$ cat src/rtl/generic_dpram.sv
// Single-clock dual-port RAM: one write port, one read port with a registered
// read address and combinational (write-through) read data. Read data port is do_o since do is reserved.
module generic_dpram #(
    parameter int unsigned aw = 5,
    parameter int unsigned dw = 16
) (
    input  logic          clk,
    input  logic          rst,
    input  logic          rce,
    input  logic          oe,
    input  logic [aw-1:0] raddr,
    output logic [dw-1:0] do_o,
    input  logic          wce,
    input  logic          we,
    input  logic [aw-1:0] waddr,
    input  logic [dw-1:0] di
);

    localparam int unsigned Depth = 2 ** aw;

    logic [dw-1:0] mem [Depth];
    logic [aw-1:0] ra_q;
    logic [aw-1:0] ra_d;

    always_ff @(posedge clk) begin
        if (wce && we) begin
            mem[waddr] <= di;
        end
    end

    always_comb begin
        ra_d = ra_q;
        if (rce) begin
            ra_d = raddr;
        end
    end

    always_ff @(posedge clk or negedge rst) begin
        if (!rst) begin
            ra_q <= '0;
        end else begin
            ra_q <= ra_d;
        end
    end

    // Array read is combinational so a write to mem[ra_q] shows up right after the edge.
    assign do_o = oe ? mem[ra_q] : '0;

endmodule

$ cat config.mk
export PLATFORM = sky130hd
export DESIGN_NAME = generic_dpram
export DESIGN_NICKNAME = d
export VERILOG_FILES = /design/src/rtl/generic_dpram.sv
export SDC_FILE = /design/constraint.sdc
export NUM_CORES = 1
export LEC_CHECK = 0
export BUFFER_PORTS_ARGS = -buffer_cell sky130_fd_sc_hd__buf_4
export CORE_MARGIN = 3
export CORE_UTILIZATION = 33
export CTS_BUF_LIST = sky130_fd_sc_hd__clkbuf_4
export CTS_CLUSTER_DIAMETER = 30
export DETAILED_ROUTE_END_ITERATION = 10
export PLACE_DENSITY = 0.45
export SETUP_SLACK_MARGIN = 0.02
export SKIP_CTS_REPAIR_TIMING = 1
export SKIP_LAST_GASP = 1
export SYNTH_ARGS = -nofsm -noshare
export SYNTH_HDL_FRONTEND = slang
export SYNTH_SLANG_ARGS = --single-unit
$ cat constraint.sdc
create_clock -name clk -period 3.9 [get_ports clk]
set_input_delay 0.78 -clock clk [delete_from_list [all_inputs] [get_ports clk]]
set_output_delay 0.78 -clock clk [all_outputs]
set_load 0.01 [all_outputs]
; ---- After elaboration in Yosys (flattened, before gate mapping)
; Memory sizes are Yosys's and may differ from the RTL's.
; Cells that the tools add are included.
[totals]
reg_bits = 5
ramBits = 512
input_bits = 32
output_inout_bits = 16
elab_cells = 6
n_memories = 1
[classes]
n_mux = 3
n_reduce_logical = 1
[mem_list]
columns = name, depth, word_bits, rd, rd_ports_with_merged_regs, wr, line
row1 = mem, 32, 16, 1, 0, 1, 21  ; logic [dw-1:0] mem [Depth];
[op_table]
columns = cell, count
row1 = 16-bit two-way mux, 1
row2 = 1-bit two-way mux, 2
row3 = 1-bit logical AND, 1

; ---- Longest topological paths before layout
; Gate-level depths: netlist (run 1).
[depth]
depth_word = 3
depth_mapped = 7
depth_no_buf = 4

; ---- Least setup slack after synthesis (run 1)
; Ideal clock, no wire load.
[synth_timing]
path_type = register to output
from = register ra_q[0]
to = output port do_o[1]
t_arrival_ns = 1.680
required_time_ns = 3.120
setup_slack_ns = 1.440
path_stages_with_launch = 7
path_buffers = 2
cell_sequence = dfrtp_1 > buf_6 > buf_6 > mux4_2 > mux2_2 > o221ai_1 > a31oi_1
[synth_via]
elab_chain_len = 2
[synth_rtl]
columns = element, line
row1 = from (decl), 22  ; logic [aw-1:0] ra_q;
row2 = from (signal assigned), 42  ; ra_q <= ra_d;
row3 = memory 32 x 16 bit, -
row4 = 16-bit two-way mux, 47  ; assign do_o = oe ? mem[ra_q] : '0;
row5 = to (decl), 12  ; output logic [dw-1:0] do_o,
; Every way passes these cells.

; ---- Final worst setup path (run 1)
[layout_timing]
from = register ra_q[1]
to = output port do_o[1]
; The elaborated chain is that of the path after synthesis.

==> run metrics, run 1 <==
run status=complete, but fails checks; failing checks=setup timing; post-synth net total=920; hpwl dp=30,200 µm; Syn. warnings=0; Max Freq=253 MHz; final worst-path cycle share=102%; Setup WS post-layout=-0.0600 ns; global-route wire length before repair=73,800 µm; CTS tree=done; synth-to-layout area growth=22.0%; clock-pin slew on the worst setup and hold paths=0.06 ns; Final Setup Violations=5; CTS Sinks=517; reg2reg start=ra_q[1]; r2r setup slk=2.41 ns; GRT Max-Usage Layer=met2; Hold WS=0.0673 ns; max-cap violations=0; worst-path cell chain=buf_12 -> buf_8 -> mux4_1 -> mux2_2 -> o221ai_2 -> buf_4 -> a31oi_1 -> buf_4; met3 Track Usage GR=4.38%; critical path's largest stage delay=about 0.56 ns; Critical R2R Capture=ra_q[1]; CP max FO=9; hold path startpoint=raddr[0]; most used cell along the critical path=buf_4; full die area=63,800 µm²; initial drt markers=909; port bufs=47; gr usage total=16.6%; Worst Path Buf+Inv=4; pin count of the biggest net entering global routing=42; register area share after synthesis=77.3%; layout cells sized above 1=47.3%; vias per cell=5.07; Async SR Flop Fraction=less than 1%; # rows=89; Synth Area in Adders=0%; CTS root buffer=clkbuf_4; gp weighted congestion=0.737; H-tree levels=4; vias in the first global route=10,400; drt wl/cell=26.7 µm; M2 GR Usage=between 20% and 30%; leak pwr=roughly 8.1 nW; WP data required=approximately 3.1 ns; final hold violation count=0; Netlist Area Pre-Place=roughly 20,000 µm²; largest area contributor in the netlist=edfxtp_1; Post-Route WL=54,000 µm; worst min path class=in2reg; Residual DRC=0; nets@finish=between 1,000 and 1,500; RSZ-0062 raised after global routing=yes; insertion delay to the later sink of the worst-skew pair=about 0.94 ns; Synth Area in XOR/XNOR=0%; Initial Util=33.7%; Critical path origin=ra_q[1]; cell with the most instances after synthesis=edfxtp_1; Tightest Pin Transition=0.686 ns; first-pass iteration count of the detailed router=5; Slowest-stage cell, CP=mux4_1; final non-filler cell area=roughly 24,000 µm²; clock buffer depth=3; Top FF cell, synth=edfxtp_1; Core ar.=59,600 µm²; CP Capture Type=output port; Post-DP Area=~22,000 µm²; Commonest cells post-synth=512 x edfxtp_1, 90 x mux4_2, 37 x nor2_1; Ports=48; M1 GR Usage=23.7%; Slew Limit Fails=0; Cell Pwr Density=512 nW/µm²; Post-Place Worst Slack=0.525 ns; clk_skew=0 ns; Period minus WS final=slightly below 4 ns; CTS Buf Count=about 150; top cell type's share of synthesized area=76.6%; R2R depth=5; Post-synth EDFFs=512; Cells after Synth=just under 900; routed vias=10,300; max_slew headroom=54.3%; initial antenna violation count=2; number of antenna-violating nets in the routed design=0; cell family with most CP delay=multiplexers; multiplexer area fraction after synthesis=around 17%; Max VDD drop=approximately 0.00024 V; number of synthesized register bits=517; hold path cells=3; Yosys cell types=36; total gr overflow=0; Fin Setup TNS=-0.190 ns; Hold Path End=ra_q[0]; compound-gate portion of the synthesized area=~2.9%; largest family of logic cells by synthesized area=multiplexers; Synth area leaders=edfxtp_1 77%, mux4_2 10%, mux4_1 2.9%, mux2_2 2.0%, mux2i_1 1.6%; Startpoint Class=flop; Synth Area in Simple Gates=under 10%; chip height=253 µm; DIE WIDTH=253 µm; Mean Syn Cell Area=about 23 µm²; total power=12.5 mW; CP arrival=approximately 3.2 ns; Crit Path Class=reg2out
-- placed cells by master (no fill, tap or decap), types with 3 or more instances in the layout --
cell type        n
a22oi_2          9
diode_2          9
buf_8            4
mux2_2          28
bufinv_16        6
buf_6           13
o2111ai_1        3
buf_12           9
a31oi_1          8
mux4_1          20
mux4_2          92
o21ai_1          9
clkbuf_4       217
a221oi_1        12
edfxtp_1       512
buf_4          117
dlygate4sd3_1    3
clkinv_1        13
clkbuf_16        4
dfrtp_4          3
clkinv_2         8
o221ai_4         5
a31oi_4          4
a22oi_1          7
nor2_1           7
mux2i_1         32
mux2_4           8
inv_2            5
o221ai_2        10
a31oi_2          4
nand2_1         12
nand3b_1         3
nor2_2          29
-- routing by layer --
layer | vias up | share of wire, %
met5 | - | 0
met4 | 0 | 1.9
met3 | 64 | 5.0
met2 | 278 | 46
met1 | 5484 | 47
li1 | 4429 | -
-- worst min-delay path, stage by stage --
cell     delay [ns]
buf_4          0.08
nand2_1        0.05
o21ai_0        0.06
-- power by group --
part	total (mW)	internal, mW	switching (mW)
Sequential	6.17	6.15	0.0231
Clock	5.14	2.93	2.22
Combinational	1.22	0.547	0.672
Total	12.5	9.62	2.91
-- logic make-up after synthesis --
logic type,Yosys count
simple gates,64
flops,517
mux,180
buf+inv,50
compound gates,77
-- sequential cells by signal (all words and copies together) (netlist names) --
| name | count |
|---|---|
| mem | 512 |
| ra_q | 5 |
-- layout make-up --
cell class / count / area, µm²
Clock buffer: 217 / 1630
Tap cell: 773 / 967
Inverter: 1 / 16.3
Clock inverter: 33 / 295
Antenna cell: 9 / 22.5
Multi-Input combinational cell: 321 / 4590
Fill cell: 5294 / 35100
Sequential cell: 517 / 15500
Timing Repair Buffer: 153 / 1460
-- worst max-delay path by stage --
stage / slack (ns) / endpoint / depth (start not counted)
after global placement: 0.54 / do_o[7] / 6
after CTS: -0.56 / do_o[7] / 6
after global routing: -0.21 / do_o[0] / 7
after detailed placement: 0.53 / do_o[7] / 6
after floorplan: 1.44 / do_o[1] / 6
final: -0.06 / do_o[1] / 8
-- metrics by stage --
step                      instances  util [%]
after floorplan                 888         -
after global placement         1729      36.4
after detailed placement       1729      36.4
after CTS                      1979      39.7
after global routing           2021      41.1
final                          2024      41.1
Note: power is estimated with default switching activity, not from simulation.
==> run 2: changes to the inputs <==
--- a/config.mk
+++ b/config.mk
@@ -11,6 +11,7 @@
 export CTS_BUF_LIST = sky130_fd_sc_hd__clkbuf_4
 export CTS_CLUSTER_DIAMETER = 30
 export DETAILED_ROUTE_END_ITERATION = 10
+export MAX_ROUTING_LAYER = met4
 export PLACE_DENSITY = 0.45
 export SETUP_SLACK_MARGIN = 0.02
 export SKIP_CTS_REPAIR_TIMING = 1
==> run 2 against run 1 <==
The run now ends clean. Design area up 1.2%. Critical path depth is 1 lower. Worst hold slack improved by 0.018 ns. Final cell count up 0.30%. Clock skew unchanged. Combinational power increased by 7%. Non-clock buffer count rose by 10. Largest cell class unchanged.
==> run metrics, run 2 (synthesized netlist as in run 1, its figures left out) <==
cell family with most CP delay=multiplexers; CP max FO=11; Post-Layout Cell Count=2,030; clock buffer depth=3; fin util=41.6%; DIE WIDTH=253 µm; fill count=roughly 5,300; full die area=63,800 µm²; Setup WS post-layout=approximately 0.00095 ns; routed vias=roughly 10,000; initial drt markers=approximately 870; final worst-path cycle share=around 100%; Startpoint Class=flop; Slew Limit Fails=0; Cell Pwr Density=slightly above 500 nW/µm²; commonest non-fill, non-tap cell in the layout=edfxtp_1; CTS Buf Count=around 150; port bufs=47; CTS root buffer=clkbuf_4; critical path's largest stage delay=0.56 ns; WP depth=7; run status=completed; Initial Util=about a third; vias in the first global route=10,400; RSZ-0062 raised after global routing=yes; global-route wire length before repair=73,800 µm; drt wl/cell=26.8 µm; Critical R2R Capture=ra_q[1]; hpwl dp=30,200 µm; pin count of the biggest net entering global routing=42; worst-path cell chain=buf_12 -> buf_16 -> mux4_1 -> mux2_2 -> o221ai_2 -> a31oi_1 -> buf_4; Slowest-stage cell, CP=mux4_1; Post-DP Area=21,700 µm²; clk_skew=0 ns; Period minus WS final=3.90 ns; final hold violation count=0; CTS Sinks=517; Final Setup Violations=0; vias per cell=5.08; R2R depth=5; Residual DRC=0; most frequent cells in the layout=512 x edfxtp_1, 217 x clkbuf_4, 114 x buf_4; hold path cells=3; CP Capture Type=output port; placed insts=1,729; initial antenna violation count=1; insertion delay to the later sink of the worst-skew pair=0.93 ns; gp weighted congestion=0.746; Post-Route WL=54,400 µm; Hold Path End=ra_q[0]; Tightest Pin Transition=0.654 ns; total gr overflow=0; Post-Place Worst Slack=0.525 ns; Crit Path Class=reg2out; max reg flops=512; Max VDD drop=roughly 0.00023 V; chip height=253 µm; r2r setup slk=about 2.4 ns; # rows=slightly below 90; Top Registers=mem: 512 flops, ra_q: 5 flops; CTS tree=done; Max Freq=256 MHz; Critical path origin=ra_q[1]; reg2reg start=ra_q[1]; gr usage total=17.1%; max-cap violations=0; max_slew headroom=56.4%; worst min path class=in2reg; leak pwr=8.19 nW; H-tree levels=4; synth-to-layout area growth=23.5%; hold path startpoint=raddr[0]; Core ar.=59,600 µm²; Worst Path Buf+Inv=3; Reg with most FFs=mem; number of antenna-violating nets in the routed design=0; Ports=48; total power=12.6 mW; layout cells sized above 1=between 40% and 50%; first-pass iteration count of the detailed router=5; WP data required=approximately 3.1 ns; nets@finish=1,181; final non-filler cell area=24,800 µm²; CP arrival=3.12 ns; clock-pin slew on the worst setup and hold paths=approximately 0.07 ns
run 2: power breakdown:
part           leakage, nW  switching [mW]  internal [mW]  total [mW]
clock                 1.16            2.21           2.93        5.13
combinational         2.37           0.699          0.597        1.30
sequential            4.66          0.0259           6.15        6.18
run 2: worst max-delay path by stage:
stage | end | slack [ns]
5_1_grt | do_o[1] | -0.13
4_1_cts | do_o[7] | -0.56
6_report | do_o[7] | 0.0009
3_5_place_dp | do_o[7] | 0.53
2_1_floorplan | do_o[1] | 1.44
3_3_place_gp | do_o[7] | 0.54
run 2: tightest hold or removal path, stage by stage:
cell     delay [ns]
buf_4          0.08
nand2_1        0.05
o21ai_0        0.07
run 2: cell type report:
type	instances	area [µm²]	share of cell area (%)
Clock buffer	217	1630	6.58
Timing Repair Buffer	163	1640	6.63
Antenna cell	5	12.5	0.0505
Inverter	1	16.3	0.0657
Multi-Input combinational cell	321	4700	19.0
Sequential cell	517	15500	62.6
Tap cell	773	967	3.90
Clock inverter	33	295	1.19
run 2: per-stage QoR:
stage | hold slack, ns | TNS [ns]
detailed placement | 0.586 | 0
finish | 0.0849 | 0
global placement | 0.586 | 0
CTS | -0.496 | -7.55
floorplan | 0.484 | 0
global route | -0.000696 | -1.62
run 2: per-layer routing:
metal / routed length [µm] / track usage (%) / vias up
li1: - / - / 4436
met1: 25400 / 23.7 / 5445
met2: 24400 / 24.1 / 353
met3: 3280 / 4.35 / 76
met4: 1280 / 6.89 / 0
met5: 0 / - / -
